[config.mk]
export PLATFORM = sky130hd
export DESIGN_NAME = period_meter_flat
export DESIGN_NICKNAME = d
export VERILOG_FILES = /design/src/rtl/period_meter_if.sv /design/src/rtl/period_meter.sv /design/src/flat_wrapper.sv
export SDC_FILE = /design/constraint.sdc
export NUM_CORES = 1
export LEC_CHECK = 0
export CAP_MARGIN = 20
export CORE_UTILIZATION = 52
export CTS_CLUSTER_SIZE = 14
export DETAILED_ROUTE_END_ITERATION = 16
export PLACE_DENSITY = 0.85
export SLEW_MARGIN = 20
export SYNTH_ARGS = -nofsm -noshare
export SYNTH_HDL_FRONTEND = slang
export SYNTH_SLANG_ARGS = --single-unit
export TNS_END_PERCENT = 10
[constraint.sdc]
create_clock -name clock_in -period 2.3 [get_ports clock_in]
set_input_delay 0.23 -clock clock_in [delete_from_list [all_inputs] [get_ports clock_in]]
set_output_delay 0.23 -clock clock_in [all_outputs]
set_load 0.05 [all_outputs]
[src/rtl/period_meter_if.sv]
// Signal bundle for period_meter: the square wave under test in, measurements out.
// master = the meter itself, slave = the readout logic that drives sig_in and consumes results.
interface period_meter_if #(
  parameter int WIDTH = 28
);
  logic             sig_in;
  logic [WIDTH-1:0] period_out;
  logic [WIDTH-1:0] high_out;
  logic             valid;
  logic             timeout;
  logic             measuring;

  modport master (
    input  sig_in,
    output period_out, high_out, valid, timeout, measuring
  );

  modport slave (
    output sig_in,
    input  period_out, high_out, valid, timeout, measuring
  );
endinterface

[src/rtl/period_meter.sv]
// Measures period and high time of an asynchronous square wave in clock_in cycles.
// Define PERIOD_METER_DUTY_EN to build the high-time counter; otherwise high_out is tied to 0.
module period_meter #(
  parameter int               WIDTH   = 28,
  parameter logic [WIDTH-1:0] TIMEOUT = 28'd100000000
) (
  input  logic           clock_in,
  input  logic           reset_n,
  period_meter_if.master mif
);

  typedef enum logic {IDLE, MEASURE} state_t;

  state_t           state, state_nxt;
  logic             sync_1, sig_s, sig_d;
  logic             rise;
  logic             at_limit;
  logic [WIDTH-1:0] cnt;

  // Two-flop synchronizer plus one delay flop for edge detection.
  always_ff @(posedge clock_in or negedge reset_n) begin
    if (!reset_n) begin
      sync_1 <= 1'b0;
      sig_s  <= 1'b0;
      sig_d  <= 1'b0;
    end else begin
      sync_1 <= mif.sig_in;
      sig_s  <= sync_1;
      sig_d  <= sig_s;
    end
  end

  assign rise     = sig_s & ~sig_d;
  assign at_limit = (cnt == TIMEOUT);

  always_ff @(posedge clock_in or negedge reset_n) begin
    if (!reset_n) state <= IDLE;
    else          state <= state_nxt;
  end

  // A rise on the timeout cycle wins, so the stop condition requires !rise.
  always_comb begin
    state_nxt = state;
    case (state)
      IDLE:    if (rise)              state_nxt = MEASURE;
      MEASURE: if (!rise && at_limit) state_nxt = IDLE;
      default:                        state_nxt = IDLE;
    endcase
  end

  always_ff @(posedge clock_in or negedge reset_n) begin
    if (!reset_n) begin
      cnt <= '0;
    end else if (rise) begin
      cnt <= WIDTH'(1);
    end else if (state == IDLE || at_limit) begin
      cnt <= '0;
    end else begin
      cnt <= cnt + WIDTH'(1);
    end
  end

  always_ff @(posedge clock_in or negedge reset_n) begin
    if (!reset_n) begin
      mif.period_out <= '0;
      mif.valid      <= 1'b0;
      mif.timeout    <= 1'b0;
    end else begin
      mif.valid <= 1'b0;
      if (state == MEASURE) begin
        if (rise) begin
          mif.period_out <= cnt;
          mif.valid      <= 1'b1;
          mif.timeout    <= 1'b0;
        end else if (at_limit) begin
          mif.period_out <= '0;
          mif.timeout    <= 1'b1;
        end
      end
    end
  end

`ifdef PERIOD_METER_DUTY_EN
  logic [WIDTH-1:0] hcnt;

  // The rise cycle itself has sig_s high, so it counts as the first high cycle.
  always_ff @(posedge clock_in or negedge reset_n) begin
    if (!reset_n) begin
      hcnt <= '0;
    end else if (rise) begin
      hcnt <= WIDTH'(1);
    end else if (state == IDLE || at_limit) begin
      hcnt <= '0;
    end else if (sig_s) begin
      hcnt <= hcnt + WIDTH'(1);
    end
  end

  always_ff @(posedge clock_in or negedge reset_n) begin
    if (!reset_n) begin
      mif.high_out <= '0;
    end else if (state == MEASURE) begin
      if (rise)          mif.high_out <= hcnt;
      else if (at_limit) mif.high_out <= '0;
    end
  end
`else
  assign mif.high_out = '0;
`endif

  assign mif.measuring = (state == MEASURE);

endmodule

[src/flat_wrapper.sv]
// flat-port wrapper written by rule: the top's interface ports become plain ports
module period_meter_flat 
#(
  parameter int               WIDTH   = 28,
  parameter logic [WIDTH-1:0] TIMEOUT = 28'd100000000
)
  (clock_in, reset_n, mif_sig_in, mif_period_out, mif_high_out, mif_valid, mif_timeout, mif_measuring);
  period_meter_if #(.WIDTH(WIDTH)) mif_i ();
  input  logic clock_in;
  input  logic reset_n;
  input wire logic [$bits(mif_i.sig_in)-1:0] mif_sig_in;
  output wire logic [$bits(mif_i.period_out)-1:0] mif_period_out;
  output wire logic [$bits(mif_i.high_out)-1:0] mif_high_out;
  output wire logic [$bits(mif_i.valid)-1:0] mif_valid;
  output wire logic [$bits(mif_i.timeout)-1:0] mif_timeout;
  output wire logic [$bits(mif_i.measuring)-1:0] mif_measuring;
  assign mif_i.sig_in = mif_sig_in;
  assign mif_period_out = mif_i.period_out;
  assign mif_high_out = mif_i.high_out;
  assign mif_valid = mif_i.valid;
  assign mif_timeout = mif_i.timeout;
  assign mif_measuring = mif_i.measuring;
  period_meter #(.WIDTH(WIDTH), .TIMEOUT(TIMEOUT)) u_core (.clock_in(clock_in), .reset_n(reset_n), .mif(mif_i));
endmodule
# After elaboration in Yosys (flattened, before gate mapping)
# Index checks and enable logic that the tools add are counted.
classes:
  eq_ne: 1
  n_addsub: 1
  n_reduce_logical: 5
  n_bitwise: 3
  n_mux: 10
ops:
  columns: ["cell", "count"]
  rows:
  - ["28-bit 2-to-1 mux", 4]
  - ["28-bit by 1-bit adder with 28-bit output, second input constant", 1]
  - ["28-bit by 27-bit equality test with 1-bit output, second input constant", 1]
  - ["1-bit 2-to-1 mux", 5]
  - ["1-bit NOT", 2]
  - ["1-bit one-hot mux with 2 select lines", 1]
  - ["2-bit AND reduction", 1]
  - ["2-bit nonzero test", 1]
  - ["1-bit AND", 1]
  - ["1-bit logical AND", 1]
  - ["1-bit logical NOT", 1]
  - ["1-bit logical OR", 1]
word_totals:
  reg_bits: 62
  wordCells: 28
  inputBits: 3
  output_inout_bits: 59

# Longest topological paths before layout
# Gate-level depths: netlist of the first run.
logic_depth:
  ltp_word: 6
  ltp_mapped: 8

# Worst setup path before layout of the first run
# OpenSTA, ideal clock, no wires.
synth_path:
  path_type: "reg-to-reg"
  start: "register u_core.cnt[0]"
  end: "register u_core.cnt[22]"
  path_buffers: 0
  period_less_slack_ns: 2.088
  required_time_ns: 2.213
  slack_ns: 0.212
  arrival_time_ns: 2.001
  stages_incl_launch_ff: 6
  path_cell_list: "dfrtp_1 -> ha_1 -> nand4_1 -> or4_4 -> or4_1 -> a211oi_2"
synth_between:
  elab_chain_cells: 4
  elab_cells_between_ends: 5
synth_rtl:
  columns: ["element", "line_no", "text"]
  rows:
  - ["start: declaration", "period_meter.sv:18", "logic [WIDTH-1:0] cnt;"]
  - ["start signal: assignment", "period_meter.sv:59", "cnt <= cnt + WIDTH'(1);"]
  - ["branches (longest 2 deep; another with 28-bit by 1-bit adder with 28-bit output)", null, null]
  - ["28-bit 2-to-1 mux (*)", "period_meter.sv:56", "end else if (state == IDLE || at_limit) begin"]
  - ["28-bit 2-to-1 mux (*)", "period_meter.sv:54", "end else if (rise) begin"]
# Mark *: on every way between the ends.
# A chain may end at the register's enable or synchronous reset.

# Final worst setup path of the first run
layout_path:
  start: "register u_core.cnt[1]"
  end: "register u_core.cnt[24]"
# Same word-level chain as after synthesis.

==> results of run 1 <==
final cells by class:
type	count	share of cell area, %
Tap cell	75	2.55
Clock buffer	14	4.42
Sequential cell	62	42.2
Multi-Input combinational cell	232	37.8
Inverter	8	0.817
Clock inverter	1	0.136
Timing Repair Buffer	47	12.1
report_power, final:
part           total [uW]  switching (uW)  internal [uW]
logic                 445             322            123
registers            1210            59.1           1150
clock network         833             390            443
per-stage QoR:
| stage | TNS, ns | area [um^2] | util, % |
|---|---|---|---|
| 2_1_floorplan | 0 | 3300 | - |
| 3_3_place_gp | 0 | 3500 | 59.1 |
| 3_5_place_dp | 0 | 3500 | 59.1 |
| 4_1_cts | 0 | 3680 | 62.1 |
| 5_1_grt | -0.505 | 3680 | 62.1 |
| 6_report | 0 | 3680 | 62.1 |
synth_stat cells, types with 7 or more instances:
library cell / number
o21ai_0: 36
buf_2: 7
buf_4: 28
a211oi_1: 9
dfrtp_1: 62
inv_1: 8
o31ai_1: 7
nand4_1: 8
nand3_1: 8
xor2_1: 7
clkbuf_1: 14
a22oi_1: 28
nor3_1: 16
nand2_1: 38
repair_timing:
| item | in CTS | in global routing |
|---|---|---|
| hold buffers | 1 | 0 |
| setup buffers | 0 | 0 |
| endpoints found under the hold margin | 30 | 0 |
| endpoints found under the setup margin | 0 | 28 |
flip-flops by register name, indices dropped and copies added, names as in the netlist:
| signal | cells |
|---|---|
| u_core.sync_1 | 1 |
| u_core.mif.timeout | 1 |
| u_core.cnt | 28 |
| u_core.mif.valid | 1 |
| u_core.sig_s | 1 |
| u_core.mif.measuring | 1 |
| u_core.mif.period_out | 28 |
| u_core.sig_d | 1 |
routing by layer:
metal	part of all wire, %	vias up	track usage (%)
met5	0	-	0
met4	2.2	0	10.2
met3	4.0	12	3.18
met2	50	71	35.8
met1	44	1221	30.5
li1	-	1199	-
worst max-delay path by stage:
stage	startpoint	to	slack, ns	depth (start not counted)
2_1_floorplan	u_core.cnt[0]	u_core.cnt[22]	0.21	5
6_report	u_core.cnt[1]	u_core.cnt[24]	0.08	5
3_5_place_dp	u_core.cnt[0]	u_core.cnt[24]	0.1	5
4_1_cts	u_core.cnt[1]	u_core.cnt[24]	0.08	5
5_1_grt	u_core.cnt[1]	u_core.mif.period_out[8]	-0.05	8
3_3_place_gp	u_core.cnt[0]	u_core.cnt[26]	0.18	5
cells by family (layout without fill, tap and decap cells):
| kind of cell | Yosys count | in the layout | synth area share [%] |
|---|---|---|---|
| AOI/OAI and AO/OA | 85 | 85 | 17.8 |
| other | 1 | 28 | 0.117 |
| buffers and inverters | 62 | 70 | 11.6 |
| xor gates and xnor gates | 13 | 13 | 3.56 |
| adders and majority gates | 2 | 2 | 0.782 |
| and+or+nand+nor | 104 | 104 | 17.7 |
| DFF | 62 | 62 | 48.5 |
==> flow_summary.ini, run 1 <==
[pwr]
vdd_drop_max_v = 0.000375
p_per_area_nw_per_um2 = 676
leakage_uw = 0.00150
p_total_uw = 2480

[die]
pin_count = 62
rows = 28
die-area_um2 = 6470
initial_utilization_pct = 54.1
die_y_um = 80.5
die_w_um = 80.5
coreArea_um2 = 5920

[flow_run]
max_cap_viol_count = 0

[critical_path]
reg2reg_to = u_core.cnt[24]
path_class = flop to flop
rrSetupSlack_ns = 0.08
arrival_ns = 2.48
required_ns = 2.55
timing.critical_path.buf_inv = 0
worstSetupStartpointType = flop
path_delay_family = simple AND/OR/NAND/NOR gates
r2r_start = u_core.cnt[1]
worstPathCellList = ha_1 -> nand4_1 -> or4_4 -> or4b_1 -> a211oi_2
reg2reg_depth = 5
slowest_stage = or4_4
path_max_fanout = 13
slowest_delay_ns = 0.60
cp-end-kind = flop

[place]
hpwl_mm = 4.46
portBuffers = 33
placed_cells_incl_taps = 423
gp_congestion = 0.859
dp_slack_ns = 0.0951

[cts]
root_buffer = clkbuf_8
cts-resized-gates = 0
cts.sink_count = 62
cts_htree_levels = 3
cts_tree = yes
cts_buffers = 9
clk_latency_ns = 0.34
clkTransAtPathRegs_ns = 0.06
clock_path_buffers = 2

[timing]
finalCriticalPeriod_ns = 2.22
fin_hold_ws_ns = 0.349
drv_slew = 0
setup_ws_ns = 0.0783
finClkSkew_ns = 0.00600
relSlewSlack_pct = 52.5
worst_slew_pin_slew_ns = 0.712
layout_worst_path_cycle_share_pct = 96.6
max_freq_mhz = 450
setup_violations = 0
rsz0062_at_grt = yes
finalHoldViolCount = 0

[global_routing]
antenna_found_initial = 0
grt_pass1_vias = 2268
grt_max_degree = 33
grt_overflow_total = 0
grt_use_total_pct = 22.6
grt_pass1_wl_mm = 11.0

[cells_and_area]
layout_common_cells = 62 x dfrtp_1, 38 x nand2_1, 36 x o21ai_0, 32 x clkdlybuf4s50_1
fill_cells = 478
register_area_um2 = 1550
n_antenna_cell = 0
multi_input_area_um2 = 1390
syn_to_final_growth_pct = 14.9
drive_above_1_share_pct = 10.2
final_cells = 439
final_nets = 365
final_common_cell = dfrtp_1

[drt]
drtIter0Drc = 227
ant_nets = 0
wire_per_inst_um = 14.9
routed_wl_mm = 6.56
route.detailed.drc = 0
vias = 2503
viasPerCell = 5.70
drt_pre_antenna_iters = 4

[synth]
yosysTopAreaCellShare_pct = 48.5
synth_top_flop_cell = dfrtp_1
ys_seq_elements = 62
synth_warnings = 0
async_reset_ff_share_pct = 100
syn-cell-area_um2 = 3200
synth_edf_count = 0
synth_cell_types = 37
synth_top_area_cell = dfrtp_1
synth.area.top_cells = dfrtp_1 48%, a22oi_1 6.6%, buf_4 6.6%
synthesis.instances = 329
syn_avg_cell_area_um2 = 9.73
seq_area_frac_synth_pct = 48.5

[outcome]
status = complete, no violations

[hold_path]
hp-class = input port to flop
hold_depth = 1
min_to = u_core.sync_1
hp-start = mif_sig_in
(Power assumes the default switching activity.)
==> run 2: changes to the inputs <==
- CORE_UTILIZATION: 52 -> 50
- CTS_BUF_LIST: unset -> sky130_fd_sc_hd__clkbuf_16
- CTS_CLUSTER_SIZE: 14 -> unset
- PLACE_DENSITY: 0.85 -> 0.82
==> flow_summary.ini, run 2 (synthesis results as in run 1) <==
[drt]
route.detailed.drc = 0
wire_per_inst_um = 16.0
drt_pre_antenna_iters = 4
routed_wl_mm = 7.12
ant_nets = 0
vias = 2608
viasPerCell = 5.87
drtIter0Drc = 225

[critical_path]
r2r_start = u_core.cnt[0]
path_max_fanout = 5
arrival_ns = 2.50
worstSetupStartpointType = flop
path_class = flop to flop
cp-startpoint = u_core.cnt[0]
cp-end-kind = flop
required_ns = 2.53
reg2reg_depth = 5

[cells_and_area]
drive_above_1_share_pct = 11.9
final_nets = 369
fill_cells = 461
largestRegisters = u_core.cnt: 28 flops, u_core.mif.period_out: 28 flops
layout_common_cells = 62 x dfrtp_1, 38 x nand2_1, 36 x o21ai_0, 32 x clkdlybuf4s50_1
syn_to_final_growth_pct = 20.5
multi_input_area_um2 = 1410
n_antenna_cell = 0
final_cells = 444
register_area_um2 = 1550
final_common_cell = dfrtp_1

[global_routing]
grt_max_degree = 37
grt_pass1_vias = 2359
grtUsageMet3_pct = 4.67
grt_overflow_total = 0
grt_use_total_pct = 23.2
grt_util_met2_pct = 35.6
grt.busiest_layer = met2
use_met1_pct = 30.6
grt_pass1_wl_mm = 11.6
antenna_found_initial = 0

[die]
die-area_um2 = 6720
pin_count = 62
rows = 28
die_y_um = 82.0
initial_utilization_pct = 52.8
die_w_um = 82.0
coreArea_um2 = 6060

[cts]
cts_tree = yes
clock_path_buffers = 2
root_buffer = clkbuf_16
clkTransAtPathRegs_ns = 0.05
cts_htree_levels = 3
clk_latency_ns = 0.32
cts_buffers = 9
cts.sink_count = 62

[place]
hpwl_mm = 4.28
placed_cells_incl_taps = 421
portBuffers = 33
dp_slack_ns = 0.0877
gp_congestion = 0.881

[hold_path]
hp-start = u_core.sync_1
hold_depth = 0
hp-class = flop to flop

[pwr]
p_per_area_nw_per_um2 = 792
p_total_uw = 3050
vdd_drop_max_v = 0.000526
leakage_uw = 0.00157

[timing]
drv_slew = 0
finalCriticalPeriod_ns = 2.27
finalHoldViolCount = 0
relSlewSlack_pct = 56.7
finClkSkew_ns = 0.00287
max_freq_mhz = 441
worst_slew_pin_slew_ns = 0.649
layout_worst_path_cycle_share_pct = 98.6
setup_ws_ns = 0.0314
setup_violations = 0

[flow_run]
max_cap_viol_count = 0

[outcome]
status = complete, no violations
## run 2: cell types whose count changed in the layout (fill, tap and decap cells not counted), moves of 2 or more
cell       delta
clkinv_1      +3
clkbuf_8     -11
clkbuf_16     +9
buf_4         +3
clkbuf_1      -3
bufinv_16     +2
## run 2: what timing repair did
item                       4_1_cts  5_1_grt
setup buffers                    0        5
gates resized for setup          0        3
hold endpoints to repair        26        0
setup endpoints to repair        0        3
hold buffers                     1        0
## run 2: path summary, 6_finish.rpt
| kind | to | slack [ns] |
|---|---|---|
| worst min-delay path | u_core.sig_s | 0.35 |
| worst max register to register | u_core.cnt[22] | 0.03 |
| worst max-delay path | u_core.cnt[22] | 0.03 |
| max in group asynchronous | u_core.sig_s | 1.23 |
| worst min register to register | u_core.sig_s | 0.35 |
| min in group asynchronous | u_core.mif.period_out[23] | 0.47 |
## run 2: worst max-delay path: stages, from the launching register on
cell	delay, ns
dfrtp_1	0.36
ha_2	0.22
nand4_1	0.19
or4_4	0.62
or4_4	0.54
a211oi_2	0.24
## run 2: metal layers
layer,share of wire [%],up-vias
li1,-,1216
met5,0,-
met2,50,101
met1,43,1279
met3,5.0,12
met4,1.6,0
## run 2: report_power, final
part,internal [uW],switching (uW)
clock network,930,461
logic,120,323
registers,1150,71.8
total,2200,856
## run 2: final cells by class
| type | instances | share of cell area, % |
|---|---|---|
| Sequential cell | 62 | 40.2 |
| Multi-Input combinational cell | 233 | 36.5 |
| Timing Repair Buffer | 50 | 12.1 |
| Clock buffer | 9 | 5.84 |
| Tap cell | 75 | 2.43 |
| Clock inverter | 7 | 2.08 |
| Inverter | 8 | 0.778 |
## run 2: metrics by stage
stage               hold WS, ns  cell area, um^2  setup TNS (ns)  util [%]
floorplan               -0.0656             3300               0         -
global placement          0.277             3480               0      57.5
detailed placement        0.285             3480               0      57.5
CTS                       0.346             3800               0      62.7
global route              0.350             3860         -0.0948      63.6
finish                    0.346             3860               0      63.6
==> run 3: changes to the inputs <==
- ABC_AREA: unset -> 1
- CTS_BUF_LIST: sky130_fd_sc_hd__clkbuf_16 -> sky130_fd_sc_hd__clkbuf_8
==> flow_summary.ini, run 3 <==
[outcome]
status = complete, no violations

[cts]
clock_path_buffers = 2
root_buffer = clkbuf_8
cts.sink_count = 62
clkTransAtPathRegs_ns = 0.06
clk_latency_ns = 0.34
cts_htree_levels = 3
cts_tree = yes
cts-resized-gates = 0
cts_buffers = 9

[place]
portBuffers = 33
hpwl_mm = 5.07
dpl_cell_area_um2 = 3610
gp_congestion = 0.960
dp_slack_ns = 0.542

[synth]
ys_top_cells_by_count = 144 x nand2_1, 62 x dfrtp_1, 62 x nor2_1
syn_avg_cell_area_um2 = 7.77
seq_area_frac_synth_pct = 46.8
syn-cell-area_um2 = 3320
async_reset_ff_share_pct = 100
synthesis.instances = 427
synth_top_flop_cell = dfrtp_1
synth_edf_count = 0
post-synth-top-count-cell = nand2_1
ys_seq_elements = 62
synth.area.top_cells = dfrtp_1 47%, nand2_1 16%, nor2_1 7.0%
synth_cell_types = 23
yosysTopAreaCellShare_pct = 46.8
synth_top_area_cell = dfrtp_1
synth_warnings = 0

[timing]
drv_slew = 0
setup_ws_ns = 0.468
finalCriticalPeriod_ns = 1.83
relSlewSlack_pct = 56.5
setup_violations = 0
worst_slew_pin_slew_ns = 0.653
finClkSkew_ns = 0.00555
layout_worst_path_cycle_share_pct = 79.7
rsz0062_at_grt = no
max_freq_mhz = 546
finalHoldViolCount = 0
tns_ns = 0

[pwr]
vdd_drop_max_v = 0.000448
p_per_area_nw_per_um2 = 694
leakage_uw = 0.00181
p_total_uw = 2660

[cells_and_area]
final_nets = 469
largestRegisters = u_core.cnt: 28 flops, u_core.mif.period_out: 28 flops
multi_input_area_um2 = 1460
layout_common_cells = 144 x nand2_1, 62 x nor2_1, 62 x dfrtp_1, 35 x inv_1, 32 x clkdlybuf4s50_1
drive_above_1_share_pct = 8.74
n_antenna_cell = 0
fin_area_um2 = 3840
syn_to_final_growth_pct = 15.8
register_area_um2 = 1550
final_common_cell = nand2_1
fill_cells = 568

[critical_path]
arrival_ns = 1.60
worstPathCellList = clkdlybuf4s50_1
path_delay_family = buffers and inverters
path_class = flop to output pin
slowest_delay_ns = 0.83
slowest_stage = clkdlybuf4s50_1
path_max_fanout = 5
timing.critical_path.buf_inv = 1
worstSetupStartpointType = flop
required_ns = 2.07
cp-end-kind = output pin

[die]
coreArea_um2 = 6390
die_w_um = 83.4
pin_count = 62
die-area_um2 = 6960
rows = 29
die_y_um = 83.4
initial_utilization_pct = 51.9

[drt]
viasPerCell = 4.87
wire_per_inst_um = 12.7
ant_nets = 0
vias = 2659
route.detailed.drc = 0
routed_wl_mm = 6.93
drtIter0Drc = 148
drt_pre_antenna_iters = 4

[global_routing]
grt_pass1_vias = 2493
grt_pass1_wl_mm = 11.9
antenna_found_initial = 0
grt_overflow_total = 0
grt_max_degree = 37
grt_use_total_pct = 21.9

[flow_run]
max_cap_viol_count = 0

[hold_path]
hp-class = input port to flop
run 3: changes by cell type after synthesis, moves of 11 or more:
cell and change:
a22oi_1 -28, inv_1 +26, nand2_1 +106, nand3_1 +22
nand3_2 +11, nor2_1 +59, o21ai_0 -35
run 3: layout make-up:
cell class / instances / share of cell area (%)
clock buffer: 13 / 4.66
inverter: 34 / 3.32
multi-input combinational: 318 / 38.0
tap: 77 / 2.51
clock inverter: 3 / 1.08
timing repair buffer: 39 / 10.0
sequential: 62 / 40.4
run 3: metal layers:
metal | track usage [%] | wire, um | vias up | part of all wire (%)
met1 | 29.4 | 3220 | 1244 | 47
met2 | 33.8 | 3200 | 69 | 46
li1 | - | - | 1333 | -
met4 | 12.5 | 172 | 0 | 2.5
met3 | 3.88 | 333 | 13 | 4.8
met5 | 0 | 0 | - | 0
run 3: cells by family (layout without fill, tap and decap cells):
kind of cell    count (synthesis)  count (layout)  synth area share (%)
flops                          62              62                  46.8
fa+ha+maj                       2               2                 0.755
xor+xnor                       17              17                  4.49
simple gates                  268             268                  35.0
other cells                     1              28                 0.113
buf+inv                        74              89                  12.3
compound gates                  3               3                 0.528
run 3: worst paths after layout:
| check | start | end | slack [ns] | cells past startpoint |
|---|---|---|---|---|
| max in group asynchronous | reset_n | u_core.mif.period_out[26] | 1.24 | 3 |
| worst min-delay path | mif_sig_in | u_core.sync_1 | 0.32 | 1 |
| worst max-delay path | u_core.mif.measuring | mif_measuring | 0.47 | 1 |
| min in group asynchronous | reset_n | u_core.mif.period_out[3] | 0.45 | 2 |
| worst min register to register | u_core.sync_1 | u_core.sig_s | 0.36 | 0 |
| worst max register to register | u_core.cnt[0] | u_core.mif.period_out[18] | 0.51 | 10 |
run 3: where the power goes:
part	total [uW]	leakage [uW]	internal [uW]	switching [uW]
Sequential	1210	0.000843	1150	60.0
Combinational	432	0.000851	108	324
Clock	1020	0.000113	615	410
run 3: per-stage QoR:
stage	std cells	hold WS (ns)	utilization (%)
detailed placement	529	0.294	56.5
floorplan	454	-0.0656	-
finish	546	0.321	60.1
global placement	529	0.276	56.5
CTS	546	0.312	60.1
global route	546	0.338	60.1
run 3: repair_timing:
item                                   CTS  global route
endpoints found under the hold margin   26             0
hold buffers                             1             0
buffers inserted                         0             0
